`config.mk`:
```
export PLATFORM = sky130hd
export DESIGN_NAME = div_rem_unit
export DESIGN_NICKNAME = d
export VERILOG_FILES = /design/src/rtl/div_rem_pkg.sv /design/src/rtl/div_rem_step.sv /design/src/rtl/div_rem_unit.sv
export SDC_FILE = /design/constraint.sdc
export NUM_CORES = 1
export LEC_CHECK = 0
export BUFFER_PORTS_ARGS = -buffer_cell sky130_fd_sc_hd__clkbuf_2
export CORE_ASPECT_RATIO = 0.75
export CORE_MARGIN = 5
export CORE_UTILIZATION = 50
export CTS_CLUSTER_DIAMETER = 100
export DETAILED_ROUTE_END_ITERATION = 12
export GPL_TIMING_DRIVEN = 1
export PLACE_DENSITY = 0.7
export REMOVE_ABC_BUFFERS = 1
export SETUP_SLACK_MARGIN = 0.4
export SYNTH_ARGS = -nofsm -noshare
export SYNTH_HDL_FRONTEND = slang
export SYNTH_HIERARCHICAL = 1
export SYNTH_SLANG_ARGS = --single-unit
```
`constraint.sdc`:
```
create_clock -name clk -period 13.65 [get_ports clk]
set_clock_uncertainty 0.1 [all_clocks]
set_input_delay 2.73 -clock clk [delete_from_list [all_inputs] [get_ports clk]]
set_output_delay 2.73 -clock clk [all_outputs]
set_load 0.005 [all_outputs]
```
`src/rtl/div_rem_pkg.sv`:
```
// div_rem_pkg: shared order encodings, FSM states and constants for the divider
package div_rem_pkg;
  localparam logic [1:0] ORD_DIV  = 2'b00;
  localparam logic [1:0] ORD_DIVU = 2'b01;
  localparam logic [1:0] ORD_REM  = 2'b10;
  localparam logic [1:0] ORD_REMU = 2'b11;
  typedef enum logic [2:0] {S_IDLE, S_PREP, S_ITER, S_FIX, S_DONE} state_e;
  // most negative signed value of an xlen-bit word, right-aligned in 64 bits
  function automatic logic [63:0] min_val(int xlen);
    return 64'd1 << (xlen - 1);
  endfunction
  // quotient produced on divide-by-zero: all ones at xlen bits
  function automatic logic [63:0] dbz_val(int xlen);
    return {64{1'b1}} >> (64 - xlen);
  endfunction
endpackage

```
`src/rtl/div_rem_step.sv`:
```
// div_rem_step: BPC chained restoring-subtract slices of an unsigned divider
module div_rem_step #(
  parameter int XLEN = 32,
  parameter int BPC  = 1
) (
  input  logic [XLEN-1:0] rem_i,
  input  logic [XLEN-1:0] quo_i,
  input  logic [XLEN-1:0] div_i,
  output logic [XLEN-1:0] rem_o,
  output logic [XLEN-1:0] quo_o
);
  // quo carries the unconsumed dividend bits in its top and collects quotient bits at the bottom
  logic [XLEN-1:0] r [BPC+1];
  logic [XLEN-1:0] q [BPC+1];
  assign r[0] = rem_i;
  assign q[0] = quo_i;
  for (genvar i = 0; i < BPC; i++) begin : g_slice
    logic [XLEN:0] t;
    logic ge;
    assign t = {r[i], q[i][XLEN-1]};
    assign ge = t >= {1'b0, div_i};
    assign r[i+1] = ge ? XLEN'(t - {1'b0, div_i}) : t[XLEN-1:0];
    assign q[i+1] = {q[i][XLEN-2:0], ge};
  end
  assign rem_o = r[BPC];
  assign quo_o = q[BPC];
endmodule

```
`src/rtl/div_rem_unit.sv`:
```
// div_rem_unit: iterative RV32M DIV/DIVU/REM/REMU unit with special cases, early-out, result cache and kill
module div_rem_unit
  import div_rem_pkg::*;
#(
  parameter int XLEN           = 32,
  parameter int BITS_PER_CYCLE = 1,
  parameter int EARLY_OUT      = 1
) (
  input  logic            clk,
  input  logic            reset,
  input  logic [XLEN-1:0] acc_in_A,
  input  logic [XLEN-1:0] acc_in_B,
  input  logic [1:0]      div_rem_order,
  input  logic            div_rem_order_active,
  input  logic            kill,
  output logic            div_rem_ready,
  output logic [XLEN-1:0] div_rem_result,
  output logic            busy
);
  localparam int N = XLEN / BITS_PER_CYCLE;
  localparam int CW = $clog2(N + 1);
  localparam logic [XLEN-1:0] MIN = XLEN'(min_val(XLEN));
  localparam logic [XLEN-1:0] DBZ = XLEN'(dbz_val(XLEN));
  state_e state_q;
  logic [XLEN-1:0] a_q, b_q, rem_q, quo_q, div_q, ca_q, cb_q, cq_q, cr_q;
  logic [XLEN-1:0] rem_d, quo_d, abs_a, abs_b;
  logic [1:0] ord_q;
  logic sgn_q, qneg_q, rneg_q, cu_q, cv_q, hit;
  logic [CW-1:0] cnt_q;
  div_rem_step #(.XLEN(XLEN), .BPC(BITS_PER_CYCLE)) u_step (
    .rem_i(rem_q),
    .quo_i(quo_q),
    .div_i(div_q),
    .rem_o(rem_d),
    .quo_o(quo_d)
  );
  // magnitudes of the latched operands and the zero-latency cache lookup
  always_comb begin
    abs_a = (sgn_q && a_q[XLEN-1]) ? -a_q : a_q;
    abs_b = (sgn_q && b_q[XLEN-1]) ? -b_q : b_q;
    hit = state_q == S_IDLE && div_rem_order_active && !kill && cv_q &&
          acc_in_A == ca_q && acc_in_B == cb_q && div_rem_order[0] == cu_q;
    div_rem_ready = hit || (state_q == S_DONE && !kill);
    div_rem_result = hit ? (div_rem_order[1] ? cr_q : cq_q) :
                     state_q == S_DONE ? (ord_q[1] ? rem_q : quo_q) : '0;
    busy = state_q != S_IDLE;
  end
  // control FSM, datapath registers and last-result cache
  always_ff @(posedge clk or posedge reset) begin
    if (reset) begin
      state_q <= S_IDLE;
      a_q <= '0;
      b_q <= '0;
      rem_q <= '0;
      quo_q <= '0;
      div_q <= '0;
      ord_q <= '0;
      sgn_q <= 1'b0;
      qneg_q <= 1'b0;
      rneg_q <= 1'b0;
      cnt_q <= '0;
      ca_q <= '0;
      cb_q <= '0;
      cq_q <= '0;
      cr_q <= '0;
      cu_q <= 1'b0;
      cv_q <= 1'b0;
    end else if (kill) begin
      state_q <= S_IDLE;
    end else begin
      case (state_q)
        S_IDLE: if (div_rem_order_active && !hit) begin
          a_q <= acc_in_A;
          b_q <= acc_in_B;
          ord_q <= div_rem_order;
          sgn_q <= !div_rem_order[0];
          if (acc_in_B == '0) begin
            quo_q <= DBZ;
            rem_q <= acc_in_A;
            state_q <= S_DONE;
          end else if (!div_rem_order[0] && acc_in_A == MIN && acc_in_B == '1) begin
            quo_q <= MIN;
            rem_q <= '0;
            state_q <= S_DONE;
          end else state_q <= S_PREP;
        end
        S_PREP: begin
          qneg_q <= sgn_q & (a_q[XLEN-1] ^ b_q[XLEN-1]);
          rneg_q <= sgn_q & a_q[XLEN-1];
          div_q <= abs_b;
          if (EARLY_OUT != 0 && abs_a < abs_b) begin
            quo_q <= '0;
            rem_q <= abs_a;
            state_q <= S_FIX;
          end else begin
            quo_q <= abs_a;
            rem_q <= '0;
            cnt_q <= '0;
            state_q <= S_ITER;
          end
        end
        S_ITER: begin
          quo_q <= quo_d;
          rem_q <= rem_d;
          cnt_q <= cnt_q + CW'(1);
          if (cnt_q == CW'(N - 1)) state_q <= S_FIX;
        end
        S_FIX: begin
          quo_q <= qneg_q ? -quo_q : quo_q;
          rem_q <= rneg_q ? -rem_q : rem_q;
          state_q <= S_DONE;
        end
        S_DONE: begin
          ca_q <= a_q;
          cb_q <= b_q;
          cu_q <= ord_q[0];
          cq_q <= quo_q;
          cr_q <= rem_q;
          cv_q <= 1'b1;
          state_q <= S_IDLE;
        end
        default: state_q <= S_IDLE;
      endcase
    end
  end
endmodule

```
==> Word-level counts from Yosys, hierarchy flattened <==
Index checks and enable logic that the tools add are counted.
{ "word_totals": {"register_bits": 304, "inputBits": 70, "out_inout_bits": 34, "wordCells": 102} }
{ "classes": {"n_addsub": 6, "n_lt_le_gt_ge": 2, "n_eq_ne": 17, "muxes": 28, "bitwise_logic": 4, "reduce_logical": 28} }
{ "ops": {"columns": ["op", "count"], "rows": [
  ["$mux W32", 17],
  ["$pmux W32 S4", 2],
  ["$neg A32 Y32", 4],
  ["$eq A32 B32 Y1", 2],
  ["$eq A32 B32 Y1 const B", 2],
  ["$ge A33 B32 Y1", 1],
  ["$logic_not A32 Y1", 1],
  ["$lt A32 B32 Y1", 1],
  ["$sub A32 B32 Y32", 1],
  ["$mux W3", 5],
  ["$logic_and A1 B1 Y1", 12],
  ["$pmux W3 S4", 1],
  ["$pmux W6 S2", 1],
  ["$reduce_and A5 Y1", 2],
  ["$add A6 B1 Y6 const B", 1],
  ["$eq A3 B2 Y1 const B", 2],
  ["$eq A6 B5 Y1 const B", 1],
  ["$mux W6", 1],
  ["$ne A2 B2 Y1 const B", 3],
  ["$reduce_and A2 Y1", 3],
  ["$reduce_and A3 Y1", 2],
  ["$reduce_bool A4 Y1", 1],
  ["$eq A3 B1 Y1 const B", 1],
  ["$eq A3 B3 Y1 const B", 1],
  ["14 further kinds", 17]
]} }

==> Logic depth before layout (Yosys ltp) <==
Gate-level depths: netlist of the first run.
{ "depth": {"word_depth": 12, "ltp_mapped": 18} }

==> Modules after synthesis <==
The synthesis of the first run kept the hierarchy.
{ "modules_own_cells": {"columns": ["module", "n_inst", "cells_each", "area_per_inst_um2"], "rows": [
  ["div_rem_unit", 1, 1746, 17764.5],
  ["div_rem_step", 1, 355, 2571.2]
]} }

==> Least setup slack after synthesis of the first run <==
No wires, ideal clock.
{ "synth_path": {"kind": "input to output", "from": "in acc_in_B[4]", "to": "out div_rem_result[10]", "arrival_ns": 4.154, "required_time_ns": 10.820, "path_slack_ns": 6.666, "cell_stages": 6, "path_buffers": 1, "path_cell_list": "xor2_1 or4_1 nor4_1 nand4_1 clkbuf_1 o22ai_1"} }
{ "synth_between": {"elab_chain_cells": 4} }
{ "synth_rtl": {"columns": ["item", "line", "text"], "rows": [
  ["from (decl)", "div_rem_unit.sv:12", "input logic [XLEN-1:0] acc_in_B,"],
  ["$eq A32 B32 Y1", "div_rem_unit.sv:42", "acc_in_A == ca_q && acc_in_B == cb_q && div_rem_order[0] == cu_q;"],
  ["$logic_and A1 B1 Y1 (2 in a row)", "div_rem_unit.sv:42", null],
  ["$mux W32", "div_rem_unit.sv:44", "div_rem_result = hit ? (div_rem_order[1] ? cr_q : cq_q) :"],
  ["to (decl)", "div_rem_unit.sv:17", "output logic [XLEN-1:0] div_rem_result,"]
]} }
Every way passes these cells.

==> Final worst setup path of the first run <==
{ "layout_path": {"from": "in acc_in_A[14]", "to": "out div_rem_result[28]"} }
{ "layout_between": {"elab_chain_cells": 5} }
{ "layout_rtl": {"columns": ["item", "line", "text"], "rows": [
  ["from (decl)", "div_rem_unit.sv:11", "input logic [XLEN-1:0] acc_in_A,"],
  ["$eq A32 B32 Y1", "div_rem_unit.sv:42", null],
  ["$logic_and A1 B1 Y1", "div_rem_unit.sv:41", "hit = state_q == S_IDLE && div_rem_order_active && !kill && cv_q &&"],
  ["$logic_and A1 B1 Y1 (2 in a row)", "div_rem_unit.sv:42", null],
  ["$mux W32", "div_rem_unit.sv:44", null]
]} }
Every way passes these cells.

==> results of run 1 <==
per-layer routing:
metal  vias to the layer above  share of wire  GRT usage
met2                       896           0.43      0.448
met4                         2          0.034     0.0923
met1                      8575           0.44      0.429
met3                       147          0.099     0.0705
met5                         -        0.00019          0
li1                       7743              -          -
placed cells by master (no fill, tap or decap), types with 39 or more instances in the layout:
master / synthesis / routed
inv_1: 81 / 80
nor2_1: 108 / 105
xor2_1: 79 / 79
nor3_1: 41 / 41
clkbuf_2: 1 / 103
a21oi_1: 113 / 113
ha_1: 68 / 68
xnor2_1: 85 / 85
mux2i_1: 72 / 72
nand2_1: 130 / 129
o21ai_0: 161 / 161
mux2_2: 235 / 235
nor4_1: 51 / 51
dfrtp_1: 304 / 303
nand4_1: 39 / 39
worst max-delay path by stage:
stage | slack, ns | to | cells past startpoint | startpoint
floorplan | 2.42 | a_q[0] | 1 | reset
global placement | 6.06 | div_rem_result[26] | 9 | acc_in_A[14]
detailed placement | 5.97 | div_rem_result[26] | 9 | acc_in_A[14]
CTS | 5.96 | div_rem_result[26] | 9 | acc_in_A[14]
global route | 5.72 | div_rem_result[8] | 9 | acc_in_A[14]
finish | 5.80 | div_rem_result[28] | 9 | acc_in_A[14]
tightest hold or removal path, delay by kind of cell (launching register included):
kind | cells | cell delay (ns)
AO/OA/AOI/OAI | 1 | 0.06
AND/OR/NAND/NOR | 1 | 0.05
flip-flops | 1 | 0.34
power breakdown:
part           leakage, nW  internal [mW]  switching, mW
combinational         5.50           1.42           2.05
sequential            4.00           1.24          0.494
clock                0.586          0.594          0.401
total                 10.1           3.26           2.95
cells in the mapped netlist (26+ instances only):
cell / count / area [sq um]
ha_1: 68 / 851
nand3_1: 26 / 130
xor2_1: 79 / 692
o21ai_0: 161 / 806
buf_4: 33 / 248
mux2i_1: 72 / 721
inv_1: 81 / 304
xnor2_1: 85 / 744
nand2_1: 130 / 488
nor3_1: 41 / 205
a21oi_1: 113 / 566
nor4_1: 51 / 319
nand4_1: 39 / 244
mux2_2: 235 / 2650
o22ai_1: 35 / 219
nor2_1: 108 / 405
clkbuf_1: 93 / 349
nor2b_1: 35 / 219
dfrtp_1: 304 / 7610
state kept, by name (all words and copies together), names as in the netlist, 32 cells and up:
register  flops
a_q          32
quo_q        32
div_q        32
rem_q        32
cr_q         32
cb_q         32
ca_q         32
cq_q         32
b_q          32
logic make-up after synthesis:
group,Yosys count,share of synthesized area
xor+xnor,164,0.0706
fa+ha+maj,69,0.0428
buf+inv,226,0.0498
mux,316,0.172
compound gates,489,0.154
simple gates,533,0.136
flops,304,0.374
cell type report:
class / count / share of cell area
timing repair buffer: 129 / 0.0320
multi-input combinational: 1571 / 0.528
inverter: 82 / 0.0142
clock inverter: 13 / 0.00850
clock buffer: 48 / 0.0452
sequential: 304 / 0.342
tap: 528 / 0.0297
through the flow:
| stage | util | cells |
|---|---|---|
| 4_1_cts | 0.549 | 2675 |
| 5_1_grt | 0.549 | 2675 |
| 6_report | 0.549 | 2675 |
| 3_3_place_gp | 0.519 | 2614 |
| 2_1_floorplan | - | 1957 |
| 3_5_place_dp | 0.519 | 2614 |
==> run summary, run 1 <==
Post-CTS sizing: 0
Initial antenna violation count: 1
Crit-path cells: clkbuf_2 > nor2b_1 > a2111oi_0 > nand3_1 > nor3_1 > nand4_1 > buf_4 > o22ai_1 > clkbuf_2
First-pass GRT wire length: 104 mm
Startpoint Class: input port
Fill cells: 3601
Post-synth EDFFs: 0
Final min period: 7.85 ns
Top Ports: 104
Number of buffers created by CTS: 34
Count of final hold-check violations: 0
CP Capture Type: primary output
Critical path fanouts, max: 34
Port buffer count: 103
Leak pwr: 10.1 nW
Post-DR vias/cell: 6.49
Warnings from Yosys: 6
Delay-heaviest family, CP: compound AO/OA/AOI/OAI gates
Most used cell, CP: clkbuf_2
Die area: 0.0448 sq mm
Worst Slack Setup Final: 5.80 ns
Setup Viol. Count Final: 0
Postcts setup bufs: 0
Tightest Hold Check Type: flip-flop to flip-flop
Pre-CTS setup slack: 5.97 ns
Final non-filler cell area: 0.0222 sq mm
GRT Total Usage: 0.298
Clock tree sinks: 304
FF-to-FF setup slack: 7.89 ns
FF+latch area: 0.00761 sq mm
Maximum vdd drop: 0.138 mV
Yosys cell types: 81
Starting Density: 0.502
Fin. max-slew vios: 0
R2R cell count: 15
Layout cells sized above 1: 0.220
Nets: 2261
CTS clk-pin slew, worst paths: 0.06 ns
Pin count of the biggest net entering global routing: 89
Synth Instances: 2101
Relative slew slack: 0.239
Syn-to-layout area delta: 9.32%
Clk_lat worst skew: 0.54 ns
Remaining DRCs: 0
Critical R2R Capture: quo_q[7]
R2r startpoint: a_q[2]
Sequential-to-total area share from yosys stat: 0.374
Max capacitance violation total: 0
Placement Rows: 64
Chip Height: 185 microns
Grt total ovfl: 0
Worst Path Required: 10.82 ns
Final WL: 68.2 mm
Total power: 6.20 mW
Max frequency: 127 MHz
Status: finished clean
Root Buffer Master: clkbuf_16
Hold WS: 0.385 ns
Cts hold-fix bufs: 0
RSZ-0062 raised after global routing: false
Fin crit share: 0.575
Setup TNS: 0 ns
#FFs+latches synth: 304
Ys flop type: dfrtp_1
Placed wire-length estimate: 51.1 mm
Final RePlAce weighted congestion: 0.988
Placed inst area: 0.0210 sq mm
Multi-input logic area: 0.0117 sq mm
Drt first pass iters: 10
Max H-tree Level: 2
CP peak stage delay: 0.84 ns
Core Footprint: 0.0405 sq mm
Worst-margin pin slew: 1.13 ns
Power Dens Cells: 279 mW/mm^2
Clock tree buffer depth: 3
Critical path class: input port to primary output
Hold_sp: div_q[7]
TritonCTS clock tree: yes
Antenna violation net count after detailed routing: 0
Initial detailed-routing violation count: 2155
Cell area after synthesis: 0.0203 sq mm
Vias in the first global route: 16.8k
WL/cell: 25.5 microns
Average size of a mapped cell: 9.68 sq um
Slowest-stage cell, CP: a2111oi_0
Die width: 243 microns
Hold Path Sink: div_q[7]
Ys async rst share: 1.00
Bufs and invs on worst path: 3
Inserted Diodes: 0
Hold-critical path depth: 2
CP arrival: 5.02 ns
Via Count: 17.4k
(Power assumes the default switching activity.)
==> run 2: changes to the inputs <==
==> constraint.sdc (replaced) <==
create_clock -name clk -period 7.7 [get_ports clk]
set_clock_uncertainty 0.1 [all_clocks]
set_input_delay 1.54 -clock clk [delete_from_list [all_inputs] [get_ports clk]]
set_output_delay 1.54 -clock clk [all_outputs]
set_load 0.005 [all_outputs]
==> run summary, run 2 (synthesis results as in run 1) <==
Routed wl met3: 4.96 mm (was 6.73 mm)
Antenna violation net count after detailed routing: 0 (unchanged)
Critical path class: input port to primary output (unchanged)
Most frequent cells in the layout: dfrtp_1 (303), mux2_2 (235), o21ai_0 (161) (unchanged)
Hold Path Sink: div_q[5] (was div_q[7])
Critical path fanouts, max: 34 (unchanged)
Grt total ovfl: 0 (unchanged)
Remaining DRCs: 0 (unchanged)
WL met2: 29.8 mm (was 29.3 mm)
Hold-critical path depth: 2 (unchanged)
Initial antenna violation count: 1 (unchanged)
Cts hold-fix bufs: 0 (unchanged)
Status: finished clean (unchanged)
Relative slew slack: 0.162 (was 0.239)
CP arrival: 3.89 ns (was 5.02 ns)
Die area: 0.0448 sq mm (unchanged)
Maximum vdd drop: 0.232 mV (was 0.138 mV)
Max H-tree Level: 2 (unchanged)
Die width: 243 microns (unchanged)
Final non-filler cell area: 0.0222 sq mm (about the same)
TritonCTS clock tree: yes (unchanged)
Startpoint Class: input port (unchanged)
Port buffer count: 103 (unchanged)
Vias in the first global route: 16.9k (was 16.8k)
Core Footprint: 0.0405 sq mm (unchanged)
Clk_lat worst skew: 0.54 ns (about the same)
Tightest Hold Check Type: flip-flop to flip-flop (unchanged)
CP Capture Type: primary output (unchanged)
Worst Slack Setup Final: 2.17 ns (was 5.80 ns)
WL/cell: 25.7 microns (was 25.5 microns)
GRT Total Usage: 0.302 (was 0.298)
Placed wire-length estimate: 51.8 mm (was 51.1 mm)
Postcts setup bufs: 0 (unchanged)
Root Buffer Master: clkbuf_16 (unchanged)
Hold WS: 0.386 ns (was 0.385 ns)
Setup TNS: 0 ns (unchanged)
Max capacitance violation total: 0 (unchanged)
Layout cells sized above 1: 0.218 (was 0.220)
Placement Rows: 64 (unchanged)
Final min period: 5.53 ns
R2r startpoint: a_q[2] (unchanged)
CTS clk-pin slew, worst paths: 0.06 ns (about the same)
Nets: 2260 (was 2261)
Final WL: 68.9 mm (was 68.2 mm)
Fin crit share: 0.718
Critical R2R Capture: quo_q[7] (unchanged)
Clock tree sinks: 304 (unchanged)
Commonest non-fill, non-tap cell in the layout: dfrtp_1 (unchanged)
Drt first pass iters: 7 (was 10)
Post-DR vias/cell: 6.47 (was 6.49)
Max frequency: 181 MHz
Syn-to-layout area delta: 9.13% (was 9.32%)
Count of final hold-check violations: 0 (unchanged)
DR top layer: met4 (was met5)
Fill cells: 3625 (was 3601)
FF-to-FF setup slack: 2.19 ns (was 7.89 ns)
Setup Viol. Count Final: 0 (unchanged)
Final RePlAce weighted congestion: 0.958 (was 0.988)
Pre-CTS setup slack: 2.27 ns (was 5.97 ns)
Power Dens Cells: 495 mW/mm^2 (was 279 mW/mm^2)
Routed length on met1: 32.1 mm (was 29.8 mm)
Fin. max-slew vios: 0 (unchanged)
Worst Path Required: 6.06 ns (was 10.82 ns)
Starting Density: 0.502 (unchanged)
FF+latch area: 0.00761 sq mm (unchanged)
R2R cell count: 14 (was 15)
RSZ-0062 raised after global routing: false (unchanged)
Chip Height: 185 microns (unchanged)
Total power: 11.0 mW (was 6.20 mW)
Leak pwr: 10.1 nW (about the same)
Clock tree buffer depth: 3 (unchanged)
Hold_sp: div_q[5] (was div_q[7])
Placed inst area: 0.0210 sq mm (about the same)
Via Count: 17.3k (was 17.4k)
First-pass GRT wire length: 105 mm (was 104 mm)
Initial detailed-routing violation count: 2023 (was 2155)
Worst setup path start: acc_in_A[14] (unchanged)
Post-CTS sizing: 0 (unchanged)
Worst-margin pin slew: 1.24 ns (was 1.13 ns)
Multi-input logic area: 0.0117 sq mm (unchanged)
Pin count of the biggest net entering global routing: 96 (was 89)
Number of buffers created by CTS: 35 (was 34)
Top Ports: 104 (unchanged)
-- run 2: worst max-delay path, stage by stage --
cell	delay, ns
clkbuf_2	0.13
nor2b_1	0.14
a2111oi_0	0.97
nand3_1	0.16
nor3_1	0.18
nand4_1	0.11
buf_4	0.29
o22ai_1	0.19
clkbuf_2	0.14
-- run 2: cell type report --
cell class,count,area share
clock buffer,50,0.0457
antenna,2,0.000226
inverter,82,0.0142
sequential,304,0.343
multi-input combinational,1571,0.529
tap,528,0.0298
clock inverter,11,0.00682
timing repair buffer,127,0.0313
-- run 2: per-layer routing --
metal | track usage | up-vias
li1 | - | 7743
met1 | 0.455 | 8726
met2 | 0.458 | 719
met3 | 0.0416 | 113
met4 | 0.0814 | 0
met5 | 0 | -
-- run 2: stage by stage --
| stage | instances | util |
|---|---|---|
| 6_report | 2675 | 0.548 |
| 4_1_cts | 2673 | 0.548 |
| 3_5_place_dp | 2612 | 0.519 |
| 2_1_floorplan | 1957 | - |
| 5_1_grt | 2673 | 0.548 |
| 3_3_place_gp | 2612 | 0.519 |
-- run 2: worst max path at each step --
stage	to	depth (start not counted)
6_report	div_rem_result[28]	9
5_1_grt	rem_q[16]	16
3_5_place_dp	b_q[31]	9
2_1_floorplan	a_q[0]	1
4_1_cts	quo_q[7]	14
3_3_place_gp	ord_q[1]	9
-- run 2: report_power, final --
group | internal, mW | switching [mW] | leakage (nW)
clock network | 1.02 | 0.698 | 0.570
registers | 2.20 | 0.840 | 4.00
logic | 2.52 | 3.72 | 5.49
==> run 3: changes to the inputs <==
--- a/config.mk
+++ b/config.mk
@@ -5,6 +5,7 @@
 export SDC_FILE = /design/constraint.sdc
 export NUM_CORES = 1
 export LEC_CHECK = 0
+export ABC_AREA = 1
 export BUFFER_PORTS_ARGS = -buffer_cell sky130_fd_sc_hd__clkbuf_2
 export CORE_ASPECT_RATIO = 0.75
 export CORE_MARGIN = 5
@@ -12,7 +13,7 @@
 export CTS_CLUSTER_DIAMETER = 100
 export DETAILED_ROUTE_END_ITERATION = 12
 export GPL_TIMING_DRIVEN = 1
-export PLACE_DENSITY = 0.7
+export PLACE_DENSITY = 0.73
 export REMOVE_ABC_BUFFERS = 1
 export SETUP_SLACK_MARGIN = 0.4
 export SYNTH_ARGS = -nofsm -noshare
==> constraint.sdc (replaced) <==
create_clock -name clk -period 4.45 [get_ports clk]
set_clock_uncertainty 0.1 [all_clocks]
set_input_delay 0.89 -clock clk [delete_from_list [all_inputs] [get_ports clk]]
set_output_delay 0.89 -clock clk [all_outputs]
set_load 0.005 [all_outputs]
==> run summary, run 3 <==
Top cells by count, synth: nand2_1 (1224), inv_1 (473), o21ai_0 (317), dfrtp_1 (304), nand3_1 (298) (was dfrtp_1 (304), mux2_2 (235), o21ai_0 (161), nand2_1 (130), a21oi_1 (113))
Bufs and invs on worst path: 4 (was 3)
Final WL: 81.2 mm (was 68.9 mm)
CTS clk-pin slew, worst paths: 0.06 ns (about the same)
Fill cells: 4518 (was 3625)
Synth top area share: 0.330 (was 0.374)
Sequential share of power: 0.216 (was 0.276)
Ys flop type: dfrtp_1 (unchanged)
Ys async rst share: 1.00 (unchanged)
Placed wire-length estimate: 62.6 mm (was 51.8 mm)
Sequential-to-total area share from yosys stat: 0.330 (was 0.374)
Cts hold-fix bufs: 0 (unchanged)
CP peak stage delay: 0.31 ns (was 0.97 ns)
Die area: 0.0505 sq mm (was 0.0448 sq mm)
Top Ports: 104 (unchanged)
CP Capture Type: primary output (unchanged)
Most numerous cell in the Yosys netlist: nand2_1 (was dfrtp_1)
Post-Synth Adder-Cell Area: 0.0378 (was 0.0428)
Delay-heaviest family, CP: simple AND/OR/NAND/NOR gates (was compound AO/OA/AOI/OAI gates)
Antenna violation net count after detailed routing: 0 (unchanged)
Critical path depth: 13 (was 9)
Number of buffers created by CTS: 36 (was 35)
Cell Int Power: 9.70 mW (was 5.73 mW)
Power Dens Cells: 843 mW/mm^2 (was 495 mW/mm^2)
Max capacitance violation total: 0 (unchanged)
TritonCTS clock tree: yes (unchanged)
Pin count of the biggest net entering global routing: 123 (was 96)
Via Count: 23.4k (was 17.3k)
Largest family of logic cells by synthesized area: simple AND/OR/NAND/NOR gates (was multiplexers)
Core Footprint: 0.0458 sq mm (was 0.0405 sq mm)
Critical path fanouts, max: 17 (was 34)
Initial detailed-routing violation count: 2738 (was 2023)
Fin crit share: 0.890
Initial antenna violation count: 1 (unchanged)
Leak pwr: 13.1 nW (was 10.1 nW)
Fin. max-slew vios: 0 (unchanged)
Post-synth top area cell: dfrtp_1 (unchanged)
Crit-path cells: clkbuf_2 > inv_1 > nand2_1 > nand2_1 > nor2_1 > nand2_1 > nor2_1 > nand2_1 > nor2_4 > nand3_4 > buf_12 > mux2i_2 > clkbuf_2 (was clkbuf_2 > nor2b_1 > a2111oi_0 > nand3_1 > nor3_1 > nand4_1 > buf_4 > o22ai_1 > clkbuf_2)
Post-synth EDFFs: 0 (unchanged)
Clk_lat worst skew: 0.54 ns (about the same)
Syn-to-layout area delta: 10.5% (was 9.13%)
Layout cells sized above 1: 0.0816 (was 0.218)
Psw: 11.8 mW (was 5.26 mW)
Die width: 258 microns (was 243 microns)
Top cells by area, synth: dfrtp_1 (33%), nand2_1 (20%), inv_1 (7.7%) (was dfrtp_1 (37%), mux2_2 (13%), ha_1 (4.2%))
Setup Viol. Count Final: 0 (unchanged)
Tightest Hold Check Type: input port to asynchronous set/reset pin (was flip-flop to flip-flop)
Remaining DRCs: 0 (unchanged)
Synth Instances: 3562 (was 2101)
Multiplexer area fraction after synthesis: 0.0158 (was 0.172)
Nets: 3741 (was 2260)
Logic pwr share: 0.630 (was 0.567)
Cell area after synthesis: 0.0230 sq mm (was 0.0203 sq mm)
Drt first pass iters: 5 (was 7)
Root Buffer Master: clkbuf_16 (unchanged)
Clock tree buffer depth: 3 (unchanged)
Average size of a mapped cell: 6.47 sq um (was 9.68 sq um)
GRT Total Usage: 0.313 (was 0.302)
Yosys cell types: 51 (was 81)
Slowest-stage cell, CP: nor2_4 (was a2111oi_0)
Chip Height: 196 microns (was 185 microns)
Port buffer count: 103 (unchanged)
Warnings from Yosys: 6 (unchanged)
Max frequency: 253 MHz
Final min period: 3.96 ns
Relative slew slack: 0.217 (was 0.162)
Post-Synth Simple-Gate Area: 0.369 (was 0.136)
Starting Density: 0.503 (was 0.502)
Placement Rows: 68 (was 64)
XOR/XNOR Fraction of Synth Area: 0.0319 (was 0.0706)
Clock tree sinks: 304 (unchanged)
Worst Slack Setup Final: 0.490 ns (was 2.17 ns)
R2R cell count: 23 (was 14)
Most used cell, CP: nand2_1 (was clkbuf_2)
Sw frac: 0.548 (was 0.478)
Vias in the first global route: 21.5k (was 16.9k)
Critical path class: input port to primary output (unchanged)
Maximum vdd drop: 0.425 mV (was 0.232 mV)
Clock Power Share: 0.154 (was 0.156)
First-pass GRT wire length: 126 mm (was 105 mm)
RSZ-0062 raised after global routing: true (was false)
WL/cell: 19.2 microns (was 25.7 microns)
Final non-filler cell area: 0.0255 sq mm (was 0.0222 sq mm)
Pre-CTS setup slack: 0.419 ns (was 2.27 ns)
Worst Path Required: 3.46 ns (was 6.06 ns)
Compound-Gate Fraction of Synth Area: 0.101 (was 0.154)
Post-DR vias/cell: 5.55 (was 6.47)
CP arrival: 2.97 ns (was 3.89 ns)
#FFs+latches synth: 304 (unchanged)
Placed inst area: 0.0240 sq mm (was 0.0210 sq mm)
Startpoint Class: input port (unchanged)
Status: finished clean (unchanged)
Worst-margin pin slew: 1.17 ns (was 1.24 ns)
Count of final hold-check violations: 0 (unchanged)
Most frequent cells in the layout: nand2_1 (1222), inv_1 (472), o21ai_0 (317) (was dfrtp_1 (303), mux2_2 (235), o21ai_0 (161))
Max H-tree Level: 2 (unchanged)
Grt total ovfl: 0 (unchanged)
Final RePlAce weighted congestion: 0.988 (was 0.958)
Commonest non-fill, non-tap cell in the layout: nand2_1 (was dfrtp_1)
## run 3: cell families after synthesis
| family | Yosys count |
|---|---|
| AND/OR/NAND/NOR | 1984 |
| buffers and inverters | 641 |
| AO/OA/AOI/OAI | 444 |
| flip-flops | 304 |
| XOR/XNOR | 84 |
| adder cells (fa/ha/maj) | 69 |
| multiplexers | 36 |
## run 3: timing repair
item,CTS,global route
gates resized for setup,0,18
buffers inserted,0,2
endpoints found under the setup margin,0,103
## run 3: power by group through the flow
stage	combinational, mW	sequential, mW	clock [mW]
2_1_floorplan	8.57	4.33	0
3_3_place_gp	12.9	4.62	0
3_5_place_dp	12.9	4.63	0
4_1_cts	13.0	4.60	3.34
5_1_grt	14.9	4.75	3.47
6_report	13.5	4.63	3.31
## run 3: worst paths after layout
kind,startpoint,slack (ns),endpoint
setup / recovery,acc_in_B[5],0.49,div_rem_result[0]
max in group asynchronous,reset,2.84,div_q[1]
hold / removal,reset,0.36,div_q[4]
min in group clk,cv_q,0.37,cv_q
setup reg to reg,b_q[0],0.65,quo_q[2]
hold reg to reg,cv_q,0.37,cv_q
## run 3: final cells by class
type / count / area, sq um / area share
Clock buffer: 47 / 1030 / 0.0406
Multi-Input combinational cell: 2618 / 12900 / 0.507
Antenna cell: 1 / 2.50 / 0.0000983
Inverter: 477 / 1800 / 0.0706
Sequential cell: 304 / 7610 / 0.299
Clock inverter: 17 / 274 / 0.0108
Timing Repair Buffer: 165 / 1100 / 0.0432
Tap cell: 595 / 744 / 0.0292
## run 3: worst register-to-register path, stage by stage, from the launching register on
cell and delay [ns]:
dfrtp_1 0.39, inv_1 0.14, ha_1 0.20, nand3_1 0.18, inv_1 0.17, nand2_1 0.09
inv_1 0.10, nand2_1 0.14, xor2_1 0.18, a21oi_1 0.32, ha_1 0.20, nand2_1 0.06
inv_1 0.05, nand3_1 0.09, a31oi_1 0.21, nor2_1 0.06, nand2_1 0.17, nand2_1 0.16
nand2_2 0.17, buf_12 0.20, nand3_1 0.10, nand3_1 0.10, nand2_1 0.07, nand2_1 0.09
## run 3: per-layer routing
metal  global-route usage  routed length, microns  up-vias  part of all wire
met2                0.435                   31900     1153              0.39
met4               0.0820                    2610        2             0.032
li1                     -                       -    11400                 -
met1                0.464                   36900    10700              0.45
met3                0.108                    9780      151              0.12
met5                    0                      13        -           0.00016
## run 3: metrics by stage
stage | hold slack (ns) | instances | util | setup TNS [ns] | total power, mW
CTS | 0.368 | 4220 | 0.554 | 0 | 20.9
global route | 0.399 | 4223 | 0.556 | 0 | 23.2
detailed placement | 0.353 | 4156 | 0.525 | 0 | 17.5
global placement | 0.349 | 4156 | 0.525 | 0 | 17.5
floorplan | 0.335 | 3398 | - | -1722.21 | 12.9
finish | 0.363 | 4224 | 0.556 | 0 | 21.5
